**config.mk**
```make
export PLATFORM = sky130hd
export DESIGN_NAME = interval_timer_ctrl
export DESIGN_NICKNAME = d
export VERILOG_FILES = /design/src/rtl/interval_timer_ctrl.sv
export SDC_FILE = /design/constraint.sdc
export NUM_CORES = 1
export LEC_CHECK = 0
export CAP_MARGIN = 10
export CORE_AREA = 2 2 56 58
export CTS_BUF_LIST = sky130_fd_sc_hd__clkbuf_8
export CTS_CLUSTER_DIAMETER = 150
export DETAILED_ROUTE_END_ITERATION = 16
export DIE_AREA = 0 0 58 60
export DONT_BUFFER_PORTS = 1
export GPL_ROUTABILITY_DRIVEN = 0
export SYNTH_ARGS = -nofsm -noshare
export SYNTH_HDL_FRONTEND = slang
export SYNTH_SLANG_ARGS = --single-unit
export TNS_END_PERCENT = 30
```
**constraint.sdc**
```tcl
create_clock -name clk -period 3.6 [get_ports clk]
set_clock_uncertainty 0.1 [all_clocks]
set_input_delay 0.72 -clock clk [delete_from_list [all_inputs] [get_ports clk]]
set_output_delay 0.72 -clock clk [all_outputs]
set_load 0.01 [all_outputs]
```
**src/rtl/interval_timer_ctrl.sv**
```systemverilog
// -----------------------------------------------------------------------------
// interval_timer_ctrl
//
// This is the programmable interval timer for the traffic-light datapath.
// It holds three interval registers: base, extended and yellow. The
// light-sequencing FSM requests a countdown with start_timer and
// interval_address. The block then counts that many whole seconds and
// raises a one-cycle "expired" pulse. A prescaler divides clk down to
// one-second ticks.
//
// Optional feature macro: IVT_REMAINING_EN
//   When defined, the "remaining" output shows the live countdown value.
//   When undefined, the port does not exist.
//
// Ports
//   clk               system clock; all state changes on the rising edge
//   sys_reset         asynchronous, active-low reset
//   start_timer       1 at an edge = load the selected interval, (re)start
//   interval_address  0 base, 1 ext, 2 yellow, 3 reserved (uses base)
//   prg_sync_in       pre-synchronized program strobe; a 0->1 edge writes
//   prg_sel           register to write (3 = ignored)
//   prg_value         value written to the selected register
//   expired           one-cycle pulse when the countdown reaches 0
//   busy              high while counting
//   remaining         seconds left (IVT_REMAINING_EN only)
// -----------------------------------------------------------------------------
module interval_timer_ctrl #(
  parameter int unsigned VAL_W    = 4,
  parameter int unsigned TICK_DIV = 10,
  parameter int unsigned T_BASE   = 6,
  parameter int unsigned T_EXT    = 3,
  parameter int unsigned T_YEL    = 2
) (
  input  logic             clk,
  input  logic             sys_reset,
  input  logic             start_timer,
  input  logic [1:0]       interval_address,
  input  logic             prg_sync_in,
  input  logic [1:0]       prg_sel,
  input  logic [VAL_W-1:0] prg_value,
  output logic             expired,
  output logic             busy
`ifdef IVT_REMAINING_EN
  ,
  output logic [VAL_W-1:0] remaining
`endif
);

  localparam int unsigned PW = (TICK_DIV > 2) ? $clog2(TICK_DIV) : 1;
  localparam logic [PW-1:0] PRESC_LAST = PW'(TICK_DIV - 1);

  typedef enum logic {
    IDLE  = 1'b0,
    COUNT = 1'b1
  } state_e;

  state_e           state_q, state_d;
  logic [VAL_W-1:0] count_q, count_d;
  logic [PW-1:0]    presc_q, presc_d;
  logic             expired_q, expired_d;
  logic             prg_prev_q;
  logic [VAL_W-1:0] reg0_q, reg0_d;
  logic [VAL_W-1:0] reg1_q, reg1_d;
  logic [VAL_W-1:0] reg2_q, reg2_d;

  logic             prg_write;
  logic [VAL_W-1:0] load_val;

  assign prg_write = prg_sync_in & ~prg_prev_q;

  // Start reads the pre-write register contents. A write and a start in the
  // same cycle therefore loads the old value.
  always_comb begin
    load_val = reg0_q;
    case (interval_address)
      2'd1:    load_val = reg1_q;
      2'd2:    load_val = reg2_q;
      default: load_val = reg0_q;
    endcase
    if (load_val == '0) begin
      load_val = VAL_W'(1);
    end
  end

  always_comb begin
    // NOTE: every always_comb output gets a default first, so no path leaves
    // it unassigned and no latch is inferred.
    state_d   = state_q;
    count_d   = count_q;
    presc_d   = presc_q;
    expired_d = 1'b0;
    reg0_d    = reg0_q;
    reg1_d    = reg1_q;
    reg2_d    = reg2_q;

    if (prg_write) begin
      case (prg_sel)
        2'd0:    reg0_d = prg_value;
        2'd1:    reg1_d = prg_value;
        2'd2:    reg2_d = prg_value;
        default: ;
      endcase
    end

    if (start_timer) begin
      // A restart wins over a tick or expiry in the same cycle.
      state_d = COUNT;
      count_d = load_val;
      presc_d = '0;
    end else if (state_q == COUNT) begin
      if (presc_q == PRESC_LAST) begin
        presc_d = '0;
        count_d = count_q - VAL_W'(1);
        if (count_q == VAL_W'(1)) begin
          state_d   = IDLE;
          expired_d = 1'b1;
        end
      end else begin
        presc_d = presc_q + PW'(1);
      end
    end else begin
      presc_d = '0;
    end
  end

  // NOTE: sequential state uses non-blocking assignments only, so every
  // register samples the pre-edge values of the others.
  always_ff @(posedge clk or negedge sys_reset) begin
    if (!sys_reset) begin
      state_q    <= IDLE;
      count_q    <= '0;
      presc_q    <= '0;
      expired_q  <= 1'b0;
      prg_prev_q <= 1'b0;
      // NOTE: the interval registers are a small register file. They reset
      // because the controller must come up with usable default intervals.
      reg0_q     <= VAL_W'(T_BASE);
      reg1_q     <= VAL_W'(T_EXT);
      reg2_q     <= VAL_W'(T_YEL);
    end else begin
      state_q    <= state_d;
      count_q    <= count_d;
      presc_q    <= presc_d;
      expired_q  <= expired_d;
      prg_prev_q <= prg_sync_in;
      reg0_q     <= reg0_d;
      reg1_q     <= reg1_d;
      reg2_q     <= reg2_d;
    end
  end

  assign expired = expired_q;
  assign busy    = (state_q == COUNT);

`ifdef IVT_REMAINING_EN
  // count_q is already registered. It drops to 0 when the countdown
  // expires, so it reads 0 whenever the block is idle.
  assign remaining = count_q;
`endif

endmodule

```
==> results by stage, run 1 <==
Status:
- The run finished with clean final reports.

Timing:
- Setup repair after global routing left no endpoint under its margin.
- For the pin with the worst max-slew slack, the measured transition is 402 ps.
- The count of final max-slew check failures was 0.
- The final cycle utilization of the critical path is 0.554.
- Across all hold checks on the routed design, the worst slack comes to 44.7 ps.
- Static timing analysis puts the maximum clock frequency at 0.502 GHz.
- The final critical-path required period is 1990 ps.
- The final number of setup-violating endpoints is 0.
- The normalized max-slew margin is 0.731.
- The number of hold-slack violations in the final timing report is 0.
- The final critical-path setup slack is 1610 ps.
- The aggregate negative setup slack is 0 ps.

Critical path:
- The data arrival time of the critical path is 2080 ps.
- The worst register-to-register path ends at count_q[3].
- The number of gates on the worst path with buffers counted is 6.
- The critical path goes through inv_1 > ha_1 > a221o_1 > o21ai_2 > or4b_1 > a31oi_1.
- The cell with the biggest individual delay on the critical path is sky130_fd_sc_hd__or4b_1.
- The origin of the worst setup path is interval_address[0].
- STA classifies the critical path startpoint as an input port.
- The peak per-stage delay on the critical path is 430 ps.
- The startpoint of the lowest-slack register-to-register path is presc_q[1].
- The worst register-to-register path has a depth of 6.
- The type of the setup path with the least slack is in2reg.
- Setup slack on the worst reg-to-reg path comes out at 1950 ps.
- The maximum fanout count along the critical path is 7.
- The total buffers and inverters traversed by the critical path is 1.
- Following the worst setup path forward leads to its endpoint at count_q[0].
- Data on the critical path is required at its endpoint by 3690 ps.
- The sort of element at the end of the critical path is a register.
- The kind of cell with the highest combined delay along the critical path is compound AO/OA/AOI/OAI gates.

Clock network:
- The clock-pin slew reported for the worst setup and hold paths after clock tree synthesis is 70 ps.
- The cell sitting at the root of the clock tree is a sky130_fd_sc_hd__clkbuf_8.
- Counting the buffers created by CTS gives 3.
- Post-CTS repair changed the size of 0 cells.
- Clock latency on the worst-skew pair, taken at its later pin, is 260 ps.
- Counting along the longest clock path gives a buffer depth of 2.
- TritonCTS built the clock tree.
- The post-CTS setup-driven buffer insertion count is 0.
- Counting every sink on the clock net gives 23.
- The number of H-tree levels is 1.
- The number of buffers inserted by hold repair at cts is 0.

Final layout:
- In the final layout, the share of cells above drive strength 1 is 0.274.
- The number of diodes is 0.
- The area growth from synthesis to layout is 7.42%.
- The net count of the finished layout is 114.
- Across the whole layout, storage elements account for 582 µm².
- The area of the multi-input gates is 500 µm².
- The count of filler cells inserted in the layout is 300.

Min path:
- The classification of the worst-slack hold path is in2async.

Routing:
- For this block, the via count after detailed routing is 674.
- Once detail routing completed, the nets flagged for antenna violations numbered 0.
- In the routed layout, each cell is associated on average with a via count of 5.27.
- The pre-antenna-repair detailed-routing pass consisted of 4 iterations.
- The average detailed-routed wire length per instance is 13.9 µm.
- The iteration-0 DRC count of the detailed router is 7.
- The total DRC errors in the routed layout is 0.
- The final routed wirelength across all metal layers is 1.78 mm.

Floorplan:
- The floorplan step set the die height to 60 µm.
- The floorplan row count is 20.
- The initial utilization of the core area, before any placement, comes to 0.383.
- The die is 58 µm wide.
- In this run the standard cell core region covers 2900 µm².
- The number of top-level pins is 14.
- The die covers 3480 µm².

Place:
- The post-DP HPWL is 1.35 mm.
- Before CTS, the worst setup slack after placement is 1340 ps.
- The count of buffers added on input and output ports is 0.

Global routing:
- The number of global-route vias before repair is 714.
- The first global-routing pass estimated 3.24 mm of wire.
- The maximum number of pins on one net before global-route repair is 24.
- The overall overflow remaining after global route is 0.
- The number of antenna violations at the first check in global routing was 0.
- The global-route usage over all layers is 0.126.

Synthesis:
- The post-synthesis cell area is 1110 µm².
- During synthesis, Yosys emitted a total of 0 warnings.
- For this run, asynchronously set or reset flops after synthesis account for 1.00.
- The top flip-flop cell by instance count after synthesis is sky130_fd_sc_hd__dfrtp_1.
- The average size of a mapped cell is 12.1 µm².
- The synthesized design contains 0 enable-type register cells.
- The number of nets in the synthesized netlist is 110.
- The number of standard cells after synthesis is 92.
- The register bit total from synthesis is 23.
- After synthesis, the netlist uses 29 different library cells.
- The share of the yosys chip area belonging to registers is 0.523.

Pwr:
- The reported leakage power is 0.000505 µW.
- The worst-case IR drop observed on VDD is 0.000307 V.
- The total power consumption of the routed design is 580 µW.
- The total power density per cell area is 485 nW/µm².

Flow run:
- The count of maximum capacitance violations is 0.
## sequential cells by signal, summed over array words and instances (netlist names)
register / count
count_q: 4
reg2_q: 4
expired: 1
reg1_q: 4
presc_q: 4
busy: 1
prg_prev_q: 1
reg0_q: 4
## cells by family after synthesis
logic type      count (synthesis)  synth area share
compound gates                 13            0.0776
xor+xnor                        5            0.0394
fa+ha+maj                       6            0.0675
buf+inv                         8            0.0270
flops                          23             0.523
mux                            13             0.130
simple gates                   24             0.135
## cell type report
| cell class | count | share of cell area |
|---|---|---|
| Clock buffer | 3 | 0.0346 |
| Clock inverter | 1 | 0.00314 |
| Inverter | 7 | 0.0220 |
| Multi-Input combinational cell | 61 | 0.419 |
| Sequential cell | 23 | 0.487 |
| Tap cell | 33 | 0.0346 |
## worst reg2reg max path, stage by stage (launching register included)
cell and delay, ps:
sky130_fd_sc_hd__dfrtp_1 400, sky130_fd_sc_hd__inv_1 60, sky130_fd_sc_hd__ha_1 150, sky130_fd_sc_hd__nand4b_1 250, sky130_fd_sc_hd__nor4_1 310, sky130_fd_sc_hd__xnor2_1 170
sky130_fd_sc_hd__mux2i_1 90
## cell usage after synthesis (2+ instances only)
master                      n  area, µm²
sky130_fd_sc_hd__nand3b_1   2       15.0
sky130_fd_sc_hd__o21ai_0    6       30.0
sky130_fd_sc_hd__nor2_1     8       30.0
sky130_fd_sc_hd__dfstp_2    5        131
sky130_fd_sc_hd__inv_1      7       26.3
sky130_fd_sc_hd__nand2b_1   2       12.5
sky130_fd_sc_hd__xnor2_1    4       35.0
sky130_fd_sc_hd__dfrtp_1   18        450
sky130_fd_sc_hd__mux2_2    12        135
sky130_fd_sc_hd__ha_1       6       75.1
sky130_fd_sc_hd__nor3b_2    2       25.0
sky130_fd_sc_hd__a22oi_1    2       15.0
sky130_fd_sc_hd__nand2_1    2       7.51
## layer usage
metal	share of wire	up-vias	wire (µm)	GRT usage
met4	0.026	0	46	0.0698
met5	0	-	0	0
li1	-	326	-	-
met3	0.053	5	95	0.0455
met2	0.48	17	849	0.203
met1	0.44	326	791	0.146
## report_power, final
group          leakage [µW]  internal, µW  total (µW)  switching (µW)
registers          0.000273           310         338            27.4
clock network     0.0000269          76.1         152            76.4
logic              0.000206          54.3        90.0            35.7
total              0.000505           441         580             139
## through the flow
| stage | cell area, µm² | cells | utilization |
|---|---|---|---|
| 2_1_floorplan | 1110 | 92 | - |
| 3_3_place_gp | 1150 | 124 | 0.396 |
| 3_5_place_dp | 1150 | 124 | 0.396 |
| 4_1_cts | 1190 | 128 | 0.412 |
| 5_1_grt | 1190 | 128 | 0.412 |
| 6_report | 1190 | 128 | 0.412 |
## worst min-delay path by stage
stage | cells past startpoint | endpoint | startpoint
floorplan | 0 | busy | sys_reset
global placement | 0 | busy | sys_reset
detailed placement | 0 | busy | sys_reset
CTS | 0 | busy | sys_reset
global route | 0 | busy | sys_reset
finish | 0 | expired | sys_reset
## cell usage in the layout, fill, tap and decap left out, types with 2 or more instances in the layout
master,count
sky130_fd_sc_hd__mux2_2,12
sky130_fd_sc_hd__dfstp_2,5
sky130_fd_sc_hd__xnor2_1,4
sky130_fd_sc_hd__ha_1,6
sky130_fd_sc_hd__clkbuf_8,3
sky130_fd_sc_hd__nand3b_1,2
sky130_fd_sc_hd__a22oi_1,2
sky130_fd_sc_hd__nand2_1,2
sky130_fd_sc_hd__inv_1,8
sky130_fd_sc_hd__nand2b_1,2
sky130_fd_sc_hd__nor3b_2,2
sky130_fd_sc_hd__o21ai_0,6
sky130_fd_sc_hd__nor2_1,8
sky130_fd_sc_hd__dfrtp_1,18
No activity file was read; power rests on OpenSTA's default activity.
==> inputs of run 2 (changes only) <==
Clock period 3.6 ns to 2.04 ns, I/O delays scaled along.
==> run 2 against run 1 <==
Net effect: global-route usage rose by 0.58 points; final cell count rose by 1.6%; setup slack got worse by 1200 ps; first-iteration DRC count fell by 29%; routed wire length rose by 5.3%; flip-flop and latch count did not move; die area did not move; total power rose by 81%; hold slack improved by 19 ps; via count rose by 2.4%; register-to-register slack got worse by 1500 ps; critical path type unchanged; largest cell class unchanged; highest routed layer unchanged.
==> results by stage, run 2 (synthesis results as in run 1) <==
Floorplan:
- The horizontal die dimension is 58 µm (unchanged).
- The starting density of the core was 0.383 (unchanged).
- The area of the core region is 2900 µm² (unchanged).
- The die extent in y came to 60 µm (unchanged).
- The floorplan row count is 20 (unchanged).
- The overall die area is 3480 µm² (unchanged).
- The number of top-level pins came to 14 (unchanged).

Clock network:
- The clock buffer count from CTS is 3 (unchanged).
- The clock-pin slew reported for the worst setup and hold paths after clock tree synthesis is 80 ps (was 70 ps).
- The number of H-tree levels is 1 (unchanged).
- The clock latency of the later-clocked register in the worst-skew pair was 260 ps (about the same).
- The maximum root-to-sink buffer count is 2 (unchanged).
- The post-CTS setup-driven buffer insertion count is 0 (unchanged).
- The clock sink total was 23 (unchanged).
- The clock tree from TritonCTS was built (unchanged).
- The clock root buffer is sky130_fd_sc_hd__clkbuf_8 (unchanged).

Timing:
- The count of final max-slew check failures is 0 (unchanged).
- The final cycle utilization of the critical path is 0.824.
- The normalized max-slew margin is 0.323 (was 0.731).
- The measured slew at the worst slew-check pin is 1010 ps (was 402 ps).
- The worst hold slack across all endpoints is 64.1 ps (was 44.7 ps).
- The final number of setup-violating endpoints is 0 (unchanged).
- The number of hold-slack violations in the final timing report is 0 (unchanged).
- RSZ-0062 raised after global routing: false (unchanged).
- The aggregate negative setup slack is 0 ps (unchanged).
- The final critical-path required period is 1680 ps.
- Derived from the worst setup path, the maximum achievable clock frequency is 0.595 GHz.

Global routing:
- The maximum number of pins on one net before global-route repair is 24 (unchanged).
- The overall overflow remaining after global route is 0 (unchanged).
- The global-route wire length before repair is 3.44 mm (was 3.24 mm).
- The number of antenna violations at the first check in global routing was 0 (unchanged).
- The global-route usage over all layers is 0.132 (was 0.126).
- The number of global-route vias before repair was 791 (was 714).

Critical path:
- The type of the setup path with the least slack was in2reg (unchanged).
- The number of cell instances on the worst register-to-register path is 4 (was 6).
- The critical path startpoint category is an input port (unchanged).
- The maximum fanout count along the critical path came to 7 (unchanged).
- The peak per-stage delay on the critical path was 440 ps (was 430 ps).
- The cell with the biggest individual delay on the critical path is sky130_fd_sc_hd__or4b_1 (unchanged).
- The startpoint of the lowest-slack register-to-register path is reg2_q[3] (was presc_q[1]).
- The sort of element at the end of the critical path was a register (unchanged).
- The endpoint required time on the critical path is 2130 ps (was 3690 ps).
- The data arrival time of the critical path is 1770 ps (was 2080 ps).
- The capture point of the worst reg-to-reg path is count_q[0] (was count_q[3]).
- Cell-by-cell trace of the critical path: inv_1 > ha_1 > a221o_1 > o21ai_2 > or4b_1 > a31oi_1 (unchanged).
- The register-to-register path setup slack was 440 ps (was 1950 ps).

Pwr:
- The internal power of the cells is 780 µW (was 441 µW).
- The switching power summed over all nets is 267 µW (was 139 µW).
- The total power density per cell area is 864 nW/µm² (was 485 nW/µm²).
- The reported leakage power is 0.000514 µW (was 0.000505 µW).
- The logic gate share of total power is 0.165 (was 0.155).
- The part of the power in registers is 0.570 (was 0.582).
- The switching part of the total is 0.255 (was 0.241).
- The clock network fraction of total power is 0.266 (was 0.263).
- The largest voltage drop on the vdd net came to 0.000519 V (was 0.000307 V).

Final layout:
- The number of diodes is 0 (unchanged).
- The post-layout net count is 116 (was 114).
- Leading cell types in the layout, fill and taps excluded: 18 x sky130_fd_sc_hd__dfrtp_1, 12 x sky130_fd_sc_hd__mux2_2, 8 x sky130_fd_sc_hd__inv_1, 8 x sky130_fd_sc_hd__nor2_1 (unchanged).
- The area growth from synthesis to layout is 9.00% (was 7.42%).
- The layout cell share with drive strength beyond 1 was 0.278 (was 0.274).
- The most common cell after layout, fill and taps aside is sky130_fd_sc_hd__dfrtp_1 (unchanged).

Place:
- The count of port buffers added during placement is 0 (unchanged).
- The post-DP HPWL is 1.37 mm (was 1.35 mm).

Routing:
- The average detailed-routed wire length per instance is 14.4 µm (was 13.9 µm).
- The overall via count from detail_route is 690 (was 674).
- The first-pass iteration count of the detailed router is 5 (was 4).
- The iteration-0 DRC count of the detailed router is 5 (was 7).
- The average via count per standard cell was 5.31 (was 5.27).
- The number of antenna-violating nets in the routed design was 0 (unchanged).
- The final routed wirelength across all metal layers came to 1.88 mm (was 1.78 mm).
- The total DRC errors in the routed layout came to 0 (unchanged).

Min path:
- The worst hold path begins at prg_sync_in.
- For hold timing, the worst endpoint is prg_prev_q.
- Counting instances, the worst hold path has a depth of 0.
- The classification of the worst-slack hold path is in2reg (was in2async).

Flow run:
- The count of maximum capacitance violations is 0 (unchanged).

Status:
- Status: complete, no violations (unchanged).
[run 2: layer usage]
metal | global-route usage | vias up | share of wire
met5 | 0 | - | 0
met4 | 0.0498 | 0 | 0.0075
met3 | 0.0411 | 2 | 0.058
met2 | 0.229 | 19 | 0.48
met1 | 0.152 | 339 | 0.45
li1 | - | 330 | -
[run 2: repair_timing]
action,in CTS,in global routing
gates resized for setup,0,0
hold buffers,1,0
endpoints found under the hold margin,23,0
[run 2: cell type report]
cell class	count	area [µm²]
tap	33	41.3
clock inverter	1	3.75
timing repair buffer	2	17.5
clock buffer	3	41.3
sequential	23	582
fill	287	1690
inverter	7	26.3
multi-input combinational	61	500
[run 2: power groups by stage]
stage                     Sequential, µW  Combinational, µW  Clock [µW]
after floorplan                      590                142           0
after global placement               605                155           0
after detailed placement             605                164           0
after CTS                            597                176         284
after global routing                 610                203         306
final                                597                172         278
[run 2: per-stage QoR]
| step | util | area, µm² | worst slack (ps) | instances | power (µW) |
|---|---|---|---|---|---|
| 2_1_floorplan | - | 1110 | 167 | 92 | 732 |
| 3_3_place_gp | 0.399 | 1160 | 131 | 125 | 760 |
| 3_5_place_dp | 0.399 | 1160 | 86.8 | 125 | 769 |
| 4_1_cts | 0.418 | 1210 | 356 | 130 | 1060 |
| 5_1_grt | 0.418 | 1210 | 289 | 130 | 1120 |
| 6_report | 0.418 | 1210 | 358 | 130 | 1050 |
[run 2: worst max-delay path by stage]
| stage | from | end | slack, ps | depth (start not counted) |
|---|---|---|---|---|
| after floorplan | interval_address[0] | count_q[0] | 170 | 6 |
| final | interval_address[0] | count_q[0] | 360 | 6 |
| after global routing | interval_address[0] | count_q[0] | 290 | 6 |
| after detailed placement | interval_address[0] | count_q[0] | 90 | 6 |
| after CTS | interval_address[0] | count_q[0] | 360 | 6 |
| after global placement | interval_address[0] | count_q[0] | 130 | 6 |
[run 2: worst max-delay path, delay by kind of cell]
kind | cells | cell delay [ps]
buffers and inverters | 1 | 20
AND/OR/NAND/NOR | 1 | 440
AO/OA/AOI/OAI | 3 | 530
adder cells (fa/ha/maj) | 1 | 360
